[src/rtl/cpu_defs.sv]
// Shared CPU definitions: ALU op codes, MIPS opcode/funct constants, the
// decoded issue payload and immediate-extension helpers. Used by the ALU,
// the control unit and the issue stage.
package cpu_defs;

    localparam int unsigned XLEN     = 32;
    localparam int unsigned OPC_W    = 6;
    localparam int unsigned FUNCT_W  = 6;
    localparam int unsigned ALU_OP_W = 3;
    localparam int unsigned IMM_W    = 16;
    localparam int unsigned SHAMT_W  = 5;

    typedef enum logic [ALU_OP_W-1:0] {
        ALU_AND = 3'b000,
        ALU_OR  = 3'b001,
        ALU_ADD = 3'b010,
        ALU_XOR = 3'b011,
        ALU_NOR = 3'b100,
        ALU_SRL = 3'b101,
        ALU_SUB = 3'b110,
        ALU_SLT = 3'b111
    } alu_op_e;

    // Primary opcodes (instr[31:26])
    localparam logic [OPC_W-1:0] OPC_RTYPE = 6'b000000;
    localparam logic [OPC_W-1:0] OPC_BEQ   = 6'b000100;
    localparam logic [OPC_W-1:0] OPC_BNE   = 6'b000101;
    localparam logic [OPC_W-1:0] OPC_ADDI  = 6'b001000;
    localparam logic [OPC_W-1:0] OPC_ADDIU = 6'b001001;
    localparam logic [OPC_W-1:0] OPC_SLTI  = 6'b001010;
    localparam logic [OPC_W-1:0] OPC_SLTIU = 6'b001011;
    localparam logic [OPC_W-1:0] OPC_ANDI  = 6'b001100;
    localparam logic [OPC_W-1:0] OPC_ORI   = 6'b001101;
    localparam logic [OPC_W-1:0] OPC_XORI  = 6'b001110;
    localparam logic [OPC_W-1:0] OPC_LW    = 6'b100011;
    localparam logic [OPC_W-1:0] OPC_SW    = 6'b101011;

    // R-type function codes (instr[5:0])
    localparam logic [FUNCT_W-1:0] FN_SRL  = 6'b000010;
    localparam logic [FUNCT_W-1:0] FN_SRLV = 6'b000110;
    localparam logic [FUNCT_W-1:0] FN_ADD  = 6'b100000;
    localparam logic [FUNCT_W-1:0] FN_ADDU = 6'b100001;
    localparam logic [FUNCT_W-1:0] FN_SUB  = 6'b100010;
    localparam logic [FUNCT_W-1:0] FN_SUBU = 6'b100011;
    localparam logic [FUNCT_W-1:0] FN_AND  = 6'b100100;
    localparam logic [FUNCT_W-1:0] FN_OR   = 6'b100101;
    localparam logic [FUNCT_W-1:0] FN_XOR  = 6'b100110;
    localparam logic [FUNCT_W-1:0] FN_NOR  = 6'b100111;
    localparam logic [FUNCT_W-1:0] FN_SLT  = 6'b101010;
    localparam logic [FUNCT_W-1:0] FN_SLTU = 6'b101011;

    // Decoded operands handed from issue to EX
    typedef struct packed {
        alu_op_e           op;
        logic [XLEN-1:0]   a;
        logic [XLEN-1:0]   b;
        logic              illegal;
    } issue_t;

    function automatic logic [XLEN-1:0] sext_imm(input logic [IMM_W-1:0] imm);
        return {{(XLEN-IMM_W){imm[IMM_W-1]}}, imm};
    endfunction

    function automatic logic [XLEN-1:0] zext_imm(input logic [IMM_W-1:0] imm);
        return {{(XLEN-IMM_W){1'b0}}, imm};
    endfunction

endpackage

[src/rtl/alu_decode.sv]
// Combinational MIPS decode for the ALU issue stage.
// Ports: instr, rs_val, rt_val (in) -> op, a, b, illegal (combinational out).
// Unrecognised encodings fall back to ADD rs,rt with illegal set.
module alu_decode
    import cpu_defs::*;
(
    input  logic [XLEN-1:0] instr,
    input  logic [XLEN-1:0] rs_val,
    input  logic [XLEN-1:0] rt_val,
    output alu_op_e         op,
    output logic [XLEN-1:0] a,
    output logic [XLEN-1:0] b,
    output logic            illegal
);

    logic [OPC_W-1:0]   opcode;
    logic [FUNCT_W-1:0] funct;
    logic [SHAMT_W-1:0] shamt;
    logic [IMM_W-1:0]   imm;
    logic               unused_reg_idx;

    assign opcode = instr[31:26];
    assign funct  = instr[5:0];
    assign shamt  = instr[10:6];
    assign imm    = instr[15:0];

    // Register indices are resolved upstream; operand values arrive directly.
    assign unused_reg_idx = ^instr[25:16];

    // Field decode; defaults double as the illegal-instruction fallback.
    always_comb begin
        op      = ALU_ADD;
        a       = rs_val;
        b       = rt_val;
        illegal = 1'b0;
        case (opcode)
            OPC_RTYPE: begin
                case (funct)
                    FN_ADD, FN_ADDU: op = ALU_ADD;
                    FN_SUB, FN_SUBU: op = ALU_SUB;
                    FN_AND:          op = ALU_AND;
                    FN_OR:           op = ALU_OR;
                    FN_XOR:          op = ALU_XOR;
                    FN_NOR:          op = ALU_NOR;
                    FN_SLT, FN_SLTU: op = ALU_SLT;
                    FN_SRL: begin
                        op = ALU_SRL;
                        a  = rt_val;
                        b  = XLEN'(shamt);
                    end
                    FN_SRLV: begin
                        op = ALU_SRL;
                        a  = rt_val;
                        b  = XLEN'(rs_val[SHAMT_W-1:0]);
                    end
                    default: illegal = 1'b1;
                endcase
            end
            OPC_ADDI, OPC_ADDIU, OPC_LW, OPC_SW: begin
                op = ALU_ADD;
                b  = sext_imm(imm);
            end
            OPC_SLTI, OPC_SLTIU: begin
                op = ALU_SLT;
                b  = sext_imm(imm);
            end
            OPC_ANDI: begin
                op = ALU_AND;
                b  = zext_imm(imm);
            end
            OPC_ORI: begin
                op = ALU_OR;
                b  = zext_imm(imm);
            end
            OPC_XORI: begin
                op = ALU_XOR;
                b  = zext_imm(imm);
            end
            OPC_BEQ, OPC_BNE: op = ALU_SUB;
            default: illegal = 1'b1;
        endcase
    end

endmodule

[src/rtl/alu_issue.sv]
// ALU issue stage: decodes an instruction and holds the resulting operands in
// a single valid/ready output register for the EX stage.
// Ports: clk, rst_n (async, active-low); in_valid/in_ready/instr/rs_val/rt_val
// from decode; flush kills the held entry; out_valid/out_ready handshake with
// EX carrying registered alu_a, alu_b, alu_op, illegal.
module alu_issue
    import cpu_defs::*;
(
    input  logic                clk,
    input  logic                rst_n,
    input  logic                in_valid,
    output logic                in_ready,
    input  logic [XLEN-1:0]     instr,
    input  logic [XLEN-1:0]     rs_val,
    input  logic [XLEN-1:0]     rt_val,
    input  logic                flush,
    output logic                out_valid,
    input  logic                out_ready,
    output logic [XLEN-1:0]     alu_a,
    output logic [XLEN-1:0]     alu_b,
    output logic [ALU_OP_W-1:0] alu_op,
    output logic                illegal
);

    issue_t dec;
    issue_t held_q;
    logic   capture;

    alu_decode u_decode (
        .instr   (instr),
        .rs_val  (rs_val),
        .rt_val  (rt_val),
        .op      (dec.op),
        .a       (dec.a),
        .b       (dec.b),
        .illegal (dec.illegal)
    );

    // Single-entry buffer: free when empty or being drained this cycle.
    assign in_ready = !out_valid | out_ready;
    // Flush wins over any same-cycle transfer; in_ready itself stays ungated.
    assign capture  = in_valid & in_ready & !flush;

    // Valid bit: flush > capture > drain > hold.
    always_ff @(posedge clk or negedge rst_n) begin
        if (!rst_n) begin
            out_valid <= 1'b0;
        end else if (flush) begin
            out_valid <= 1'b0;
        end else if (capture) begin
            out_valid <= 1'b1;
        end else if (out_ready) begin
            out_valid <= 1'b0;
        end
    end

    // Payload only changes on capture, so a flushed entry's operands linger.
    always_ff @(posedge clk or negedge rst_n) begin
        if (!rst_n) begin
            held_q <= '0;
        end else if (capture) begin
            held_q <= dec;
        end
    end

    assign alu_a   = held_q.a;
    assign alu_b   = held_q.b;
    assign alu_op  = held_q.op;
    assign illegal = held_q.illegal;

endmodule

[config.mk]
export PLATFORM = sky130hd
export DESIGN_NAME = alu_issue
export DESIGN_NICKNAME = d
export VERILOG_FILES = /design/src/rtl/cpu_defs.sv /design/src/rtl/alu_decode.sv /design/src/rtl/alu_issue.sv
export SDC_FILE = /design/constraint.sdc
export NUM_CORES = 1
export LEC_CHECK = 0
export ABC_CLOCK_PERIOD_IN_PS = 1850
export BUFFER_PORTS_ARGS = -buffer_cell sky130_fd_sc_hd__buf_2
export CAP_MARGIN = 30
export CORE_MARGIN = 10
export CORE_UTILIZATION = 49
export CTS_BUF_LIST = sky130_fd_sc_hd__clkbuf_4 sky130_fd_sc_hd__clkbuf_8
export DETAILED_ROUTE_END_ITERATION = 12
export GPL_ROUTABILITY_DRIVEN = 0
export PLACE_DENSITY = 0.92
export SLEW_MARGIN = 20
export SYNTH_ARGS = -nofsm -noshare
export SYNTH_HDL_FRONTEND = slang
export SYNTH_HIERARCHICAL = 1
export SYNTH_SLANG_ARGS = --single-unit
[constraint.sdc]
create_clock -name clk -period 1.85 [get_ports clk]
set_input_delay 0.2775 -clock clk [delete_from_list [all_inputs] [get_ports clk]]
set_output_delay 0.2775 -clock clk [all_outputs]
set_load 0.01 [all_outputs]
## Yosys cells after proc, flatten, opt, wreduce, memory -nomap -nowiden

Index checks and enable logic that the tools add are counted.

| operators by class | value |
|---|---|
| eq/ne operators | 23 |
| shift-type cells | 0 |
| multipliers | 0 |
| muxes and demuxes | 11 |
| reduce and logical (&&, ||, !) cells | 13 |
| div/mod/pow operators | 0 |
| add/subtract/negate cells | 0 |
| bitwise gates (word level) | 3 |
| order comparisons | 0 |

Operator list:

| kind | number |
|---|---|
| $pmux 32 s3 | 1 |
| $eq 6x6->1 const B | 12 |
| $mux 32 | 2 |
| $pmux 32 s2 | 1 |
| $eq 6x4->1 const B | 7 |
| $pmux 3 s7 | 1 |
| $eq 6x3->1 const B | 3 |
| $pmux 3 s6 | 1 |
| $reduce_or 12->1 | 1 |
| $reduce_or 11->1 | 1 |
| $reduce_or 2->1 | 5 |
| $eq 6x2->1 const B | 1 |
| $logic_not 6->1 | 1 |
| $reduce_or 6->1 | 1 |
| $mux 1 | 4 |
| $reduce_bool 3->1 | 1 |
| $reduce_or 3->1 | 1 |
| $and 1x1->1 | 2 |
| $logic_not 1->1 | 2 |
| $pmux 1 s2 | 1 |
| $or 1x1->1 | 1 |

| word-level totals | value |
|---|---|
| memories kept | 0 |
| bits in latches | 0 |
| memory bits (read-only) | 0 |
| bits in writable memories | 0 |
| register bits | 69 |
| output and inout port bits | 70 |

## Logic depth before layout (Yosys ltp)

Gate-level depths: netlist of run 1.

| logic depth | value |
|---|---|
| depth in word-level cells | 6 |
| gate-level depth with buffers | 8 |

## Modules after synthesis

The synthesis of run 1 kept the hierarchy.

By module, submodules not included:

| module | times used | area an instance (um^2) | cells each |
|---|---|---|---|
| alu_issue | 1 | 2580.0 | 149 |
| alu_decode | 1 | 1158.6 | 226 |

## Worst setup path after synthesis of run 1

No wires, ideal clock.

| timing path | value |
|---|---|
| kind | input port to flip-flop |
| start | input instr[28] |
| end | register held_q, in the netlist alu_b[10] |
| path buffers | 2 |
| arrival | 1796 ps |
| library setup time | 127 ps |
| setup slack | -73 ps |
| data required time | 1723 ps |
| cell stages on the path | 7 |
| cells stage by stage | buf_2 and3_1 a2111oi_4 nor2_4 buf_6 a22o_1 mux2_1 |

RTL lines:

| item | RTL line | source |
|---|---|---|
| from (decl) | alu_issue.sv:13 | `input logic [XLEN-1:0] instr,` |
| to (signal assigned) | alu_issue.sv:60 | `held_q <= '0;` |
| to (signal assigned) | alu_issue.sv:62 | `held_q <= dec;` |
| to (decl) | alu_issue.sv:26 | `issue_t held_q;` |

==> out/results.tsv, run 1 <==
stage	metric	value	unit
worst_setup_path	startpoint_type	input pin	
cts	clockBufferDepth	2	
layout	fillers	557	
routing	drtPass1Iterations	4	
global_route	use_met3	6.89	%
timing	tns	0	ns
synth	avgSynthCellArea	9.97	um^2
layout	nets	646	
worst_hold_path	hold_path.class	input pin to flip-flop	
timing	rsz0062_at_grt	false	
global_route	overflow	0	
routing	first_iter_violations	159	
placement	dpl_worst_slack	-0.136	ns
synth	yosysSeqAreaShare	46.2	%
flow_run	cap_violations	0	
placement	placed_cell_area	4770	um^2
layout	fin_area	4970	um^2
layout	drive_gt1_share	46.7	%
pwr	swShare	30.2	%
timing	fmax	0.594	GHz
synth	synth_edf_count	0	
global_route	grt_pass1_vias	3665	
worst_setup_path	required	2.12	ns
die	ios	171	
cts	cts_resized	0	
cts	cts_root_buffer	clkbuf_8	
placement	placedCellCount	632	
global_route	antenna_found_initial	0	
global_route	grt_pass1_wl	17800	um
routing	drc	0	
cts	cts.sinks	69	
routing	wl	11200	um
cts	path_clk_slew	0.08	ns
pwr	internal_power	2.92	mW
worst_setup_path	critical_path_class	input pin to flip-flop	
die	core_area	7330	um^2
synth	synth-seq-cells	69	
synth	syn_nets	476	
layout	post-route-util	67.7	%
synth	synth-main-ff-cell	dfrtp_1	
cts	h-tree-depth	3	
synth	netlist_instances	375	
die	initial_utilization	51.0	%
layout	antenna-diode-count	0	
timing	worst_slack	0.167	ns
global_route	groute.usage.overall	19.0	%
global_route	gr-usage-met2	32.5	%
pwr	clockPowerShare	27.0	%
cts	worstSkewPairLatency	0.33	ns
die	row_count	31	
synth	synthArstFlopShare	100	%
die	die_h	107	um
cts	numCtsBuffers	9	
timing	finalHoldViolCount	0	
layout	final_cells	649	
timing	worst_clock_skew	0.0153	ns
pwr	power_frac_seq	45.8	%
routing	drt.antenna.violating_nets	0	
pwr	power_density	841	nW/um^2
pwr	vdd_drop_max	578	uV
die	die_w	107	um
timing	tightest_slew	0.442	ns
routing	vias_per_cell	5.31	
layout	area.growth.synth_to_final	32.8	%
timing	drv_slew	0	
worst_setup_path	worstPathMaxFanout	32	
synth	syn_area	3740	um^2
pwr	switching_power	1.26	mW
pwr	leakage	2.55	nW
synth	yosysWarnings	6	
routing	wl_per_cell	17.3	um
routing	vias	3447	
cts	post-cts-setup-buffers	0	
cts	cts_tree	done	
pwr	p_comb_share	27.3	%
worst_setup_path	end_kind	flip-flop	
synth	synth_cell_types	42	
placement	io_buffers	160	
outcome	outcome	finished, final reports clean	
worst_setup_path	crit_arrival	1.96	ns
timing	final-setup-viol-count	0	
die	dieArea	11500	um^2
timing	slew_headroom	70.5	%
global_route	grt_max_degree	70	
placement	hpwl	8660	um
timing	post-route-period-util	91.0	%
global_route	grt_use_met1	21.0	%
global_route	top_usage_layer	met2	
timing	period_minus_slack	1.68	ns
-- cell type report --
class / count / area [um^2] / area share [%]
clock buffers: 13 / 160 / 3.23
multi-input cells: 274 / 1850 / 37.3
inverters: 5 / 18.8 / 0.378
well taps: 99 / 124 / 2.49
clock inverters: 3 / 21.3 / 0.428
repair buffers: 186 / 1060 / 21.4
flip-flops and latches: 69 / 1730 / 34.8
-- worst max-delay path, cell delays in order --
cell and delay, ns:
buf_2 0.13, nor3_1 0.32, and4_2 0.34, buf_4 0.35
buf_4 0.23, nand2_1 0.08, nand2_1 0.07, mux2_2 0.14
-- sequential cells by signal, summed over array words and instances, names as in the netlist --
register   count
alu_a         32
alu_op         3
out_valid      1
illegal        1
alu_b         32
-- metrics by stage --
step	power (mW)	hold slack [ns]
finish	4.18	0.153
global route	4.42	0.145
CTS	4.23	0.138
detailed placement	3.10	0.330
global placement	3.04	0.326
floorplan	2.51	-0.0181
-- per-layer routing --
layer  routed length (um)  share of wire, %  vias to the layer above
met4                  265               2.4                        0
li1                     -                 -                     1638
met1                 4220                38                     1636
met3                 1030               9.2                       24
met2                 5710                51                      149
met5                    0                 0                        -
-- placed cells by master, fill, tap and decap left out, types with 3 or more instances in the layout --
cell        n
buf_2     160
buf_4      20
dfrtp_1    69
a221o_1     4
nand2_1   114
mux2_1     20
clkbuf_8   10
nor3_1      3
buf_12      5
a21oi_1    22
mux2i_1     4
a22o_1     11
clkbuf_4    3
mux2_2     48
o21ai_0     4
nor2_1     10
inv_1       5
-- timing repair --
action                     4_1_cts  5_1_grt
hold buffers                     1        0
setup endpoints to repair        0        0
hold endpoints to repair        69        0
-- power by group through the flow --
stage,sequential (mW),combinational (mW),clock [mW]
floorplan,2.07,0.442,0
global placement,1.92,1.12,0
detailed placement,1.94,1.16,0
CTS,1.91,1.16,1.15
global route,1.95,1.24,1.23
finish,1.91,1.14,1.13
-- synthesized netlist by cell type, types with 2 or more instances --
cell type  number  share of area, %
nor2_1         11               1.1
a221o_1         4               1.1
inv_1           5              0.50
mux2_1         20               6.0
nor3_1          4              0.54
mux2i_1         4               1.1
nor2b_1         2              0.33
nand3b_1        2              0.40
a2111o_1        2              0.60
a21oi_1        22               2.9
a22o_1         11               2.6
nand2_1       114                11
o21ai_0         4              0.54
a211oi_1        2              0.40
nand3_1         2              0.27
buf_2          12               1.6
dfrtp_1        69                46
mux2_2         48                14
clkbuf_1        8              0.80
nand4_1         2              0.33
buf_4           4              0.80
buf_6           3              0.90
-- worst paths after layout --
check                          start   endpoint  slack [ns]  depth (start not counted)
setup / recovery           instr[26]  alu_a[27]        0.17                          8
hold / removal                 flush  out_valid        0.15                          2
setup reg to reg           out_valid   alu_a[4]        0.26                          4
hold reg to reg             alu_b[9]   alu_b[9]        0.48                          1
max in group asynchronous      rst_n  alu_op[2]        1.04                          3
min in group asynchronous      rst_n  alu_a[13]        0.50                          3
-- cell families (layout without fill, tap and decap cells) --
family / after synthesis / count (layout) / share of synthesized area, %
compound gates: 54 / 54 / 10.6
mux: 72 / 72 / 21.6
xor+xnor: 1 / 1 / 0.234
buf+inv: 32 / 207 / 4.62
simple gates: 147 / 147 / 16.8
flops: 69 / 69 / 46.2
No activity file was read; power rests on OpenSTA's default activity.
==> run 2, diff against run 1 <==
CORE_UTILIZATION = 28   (was 49)
PLACE_DENSITY = 0.61   (was 0.92)
==> run 2 against run 1 <==
Effect of this change: first-iteration DRC count shrank 26%; total power grew 10%; global-route usage shrank 5.6 points; setup slack gained 0.049 ns; register-to-register slack is essentially flat; sequential share of layout area shrank 1.2 points; critical path type unchanged; clock-buffer cell count shrank 3; hold slack lost 0.038 ns; critical path depth shrank 1; fmax grew 3.0%.
==> out/results.tsv, run 2 (synthesized netlist as in run 1, its figures left out) <==
stage	metric	value	unit
timing	finalHoldViolCount	0	
placement	hpwl	9490	um
outcome	outcome	finished, final reports clean	
worst_setup_path	worstPathMaxFanout	16	
cts	post-cts-setup-buffers	0	
die	initial_utilization	28.5	%
worst_setup_path	cp_cell_sequence	buf_2, buf_4, and3_1, a2111oi_4, nor2_4, a221o_1, mux2_1	
die	ios	171	
global_route	gr-usage-met2	22.8	%
cts	cts.sinks	69	
flow_run	cap_violations	0	
die	die_w	136	um
timing	holdWs	0.115	ns
pwr	vdd_drop_max	463	uV
global_route	use_met3	5.38	%
worst_setup_path	end_kind	flip-flop	
layout	multi_input_area	1850	um^2
timing	fmax	0.612	GHz
die	row_count	42	
timing	tightest_slew	0.439	ns
placement	io_buffers	160	
timing	final-setup-viol-count	0	
cts	cts_root_buffer	clkbuf_8	
global_route	grt_use_met1	14.9	%
layout	antenna-diode-count	0	
cts	h-tree-depth	3	
routing	wl_per_cell	16.8	um
routing	wl	12300	um
routing	first_iter_violations	117	
worst_setup_path	critPathSlowestCell	a2111oi_4	
timing	drv_slew	0	
global_route	grt_pass1_vias	3739	
layout	nets	648	
global_route	groute.usage.overall	13.4	%
layout	layout_commonest_cell	buf_2	
worst_hold_path	hold_path.class	input pin to flip-flop	
pwr	p_total	4.61	mW
global_route	antenna_found_initial	0	
routing	vias_per_cell	4.68	
worst_setup_path	startpoint_type	input pin	
pwr	power_density	896	nW/um^2
timing	tns	0	ns
global_route	top_usage_layer	met2	
die	dieArea	18400	um^2
timing	post-route-period-util	88.4	%
worst_setup_path	critical_path_class	input pin to flip-flop	
die	die_h	136	um
global_route	grt_max_degree	40	
global_route	overflow	0	
timing	rsz0062_at_grt	false	
routing	drt.antenna.violating_nets	0	
worst_setup_path	required	2.09	ns
pwr	leakage	2.59	nW
cts	cts_tree	done	
timing	period_minus_slack	1.63	ns
layout	seq_area	1730	um^2
cts	numCtsBuffers	9	
global_route	grt_pass1_wl	19600	um
worst_setup_path	rrSetupSlack	0.26	ns
routing	vias	3406	
cts	worstSkewPairLatency	0.35	ns
layout	drive_gt1_share	46.9	%
timing	worst_clock_skew	0.0136	ns
worst_setup_path	cp_slowest_stage_delay	0.35	ns
cts	path_clk_slew	0.08	ns
worst_setup_path	crit_arrival	1.87	ns
die	core_area	13100	um^2
routing	drtPass1Iterations	4	
layout	final_cell_mix	buf_2, nand2_1, dfrtp_1, mux2_2, buf_4	
routing	drc	0	
layout	area.growth.synth_to_final	37.7	%
cts	clockBufferDepth	2	
layout	fillers	1355	
timing	slew_headroom	70.7	%
run 2: worst max-delay path, delay by kind of cell:
kind	cells	cell delay [ns]
AO/OA/AOI/OAI	2	0.68
AND/OR/NAND/NOR	2	0.35
multiplexers	1	0.29
buffers and inverters	2	0.27
run 2: where the power goes:
group	switching, mW	internal, mW	leakage (nW)
clock	0.616	0.930	0.119
sequential	0.132	1.78	0.820
combinational	0.581	0.574	1.65
total	1.33	3.28	2.59
run 2: through the flow:
step	setup slack, ns	area, um^2	std cells	utilization (%)
2_1_floorplan	0.00179	3750	375	-
3_3_place_gp	-0.115	4890	711	37.2
3_5_place_dp	-0.160	4890	711	37.2
4_1_cts	0.228	5150	728	39.2
5_1_grt	0.151	5150	728	39.2
6_report	0.215	5150	728	39.2
run 2: final cells by class:
class | count | area share (%)
Tap cell | 176 | 4.28
Clock buffer | 10 | 2.67
Timing Repair Buffer | 188 | 21.0
Sequential cell | 69 | 33.6
Clock inverter | 6 | 2.14
Multi-Input combinational cell | 274 | 36.0
Inverter | 5 | 0.365
run 2: timing repair:
item,4_1_cts,5_1_grt
hold endpoints to repair,30,0
resized for setup,0,0
hold buffers,1,0
run 2: per-layer routing:
layer / part of all wire [%] / wire length, um
met5: 0 / 0
met4: 1.0 / 128
met3: 8.3 / 1020
met2: 50 / 6100
met1: 41 / 5020
run 2: worst paths after layout:
| path | startpoint | end | cells after the start |
|---|---|---|---|
| setup / recovery | instr[26] | alu_b[3] | 7 |
| hold / removal | flush | out_valid | 2 |
| setup reg to reg | out_valid | alu_a[11] | 4 |
| hold reg to reg | alu_b[12] | alu_b[12] | 1 |
| max in group asynchronous | rst_n | alu_b[23] | 3 |
| min in group asynchronous | rst_n | alu_b[30] | 2 |
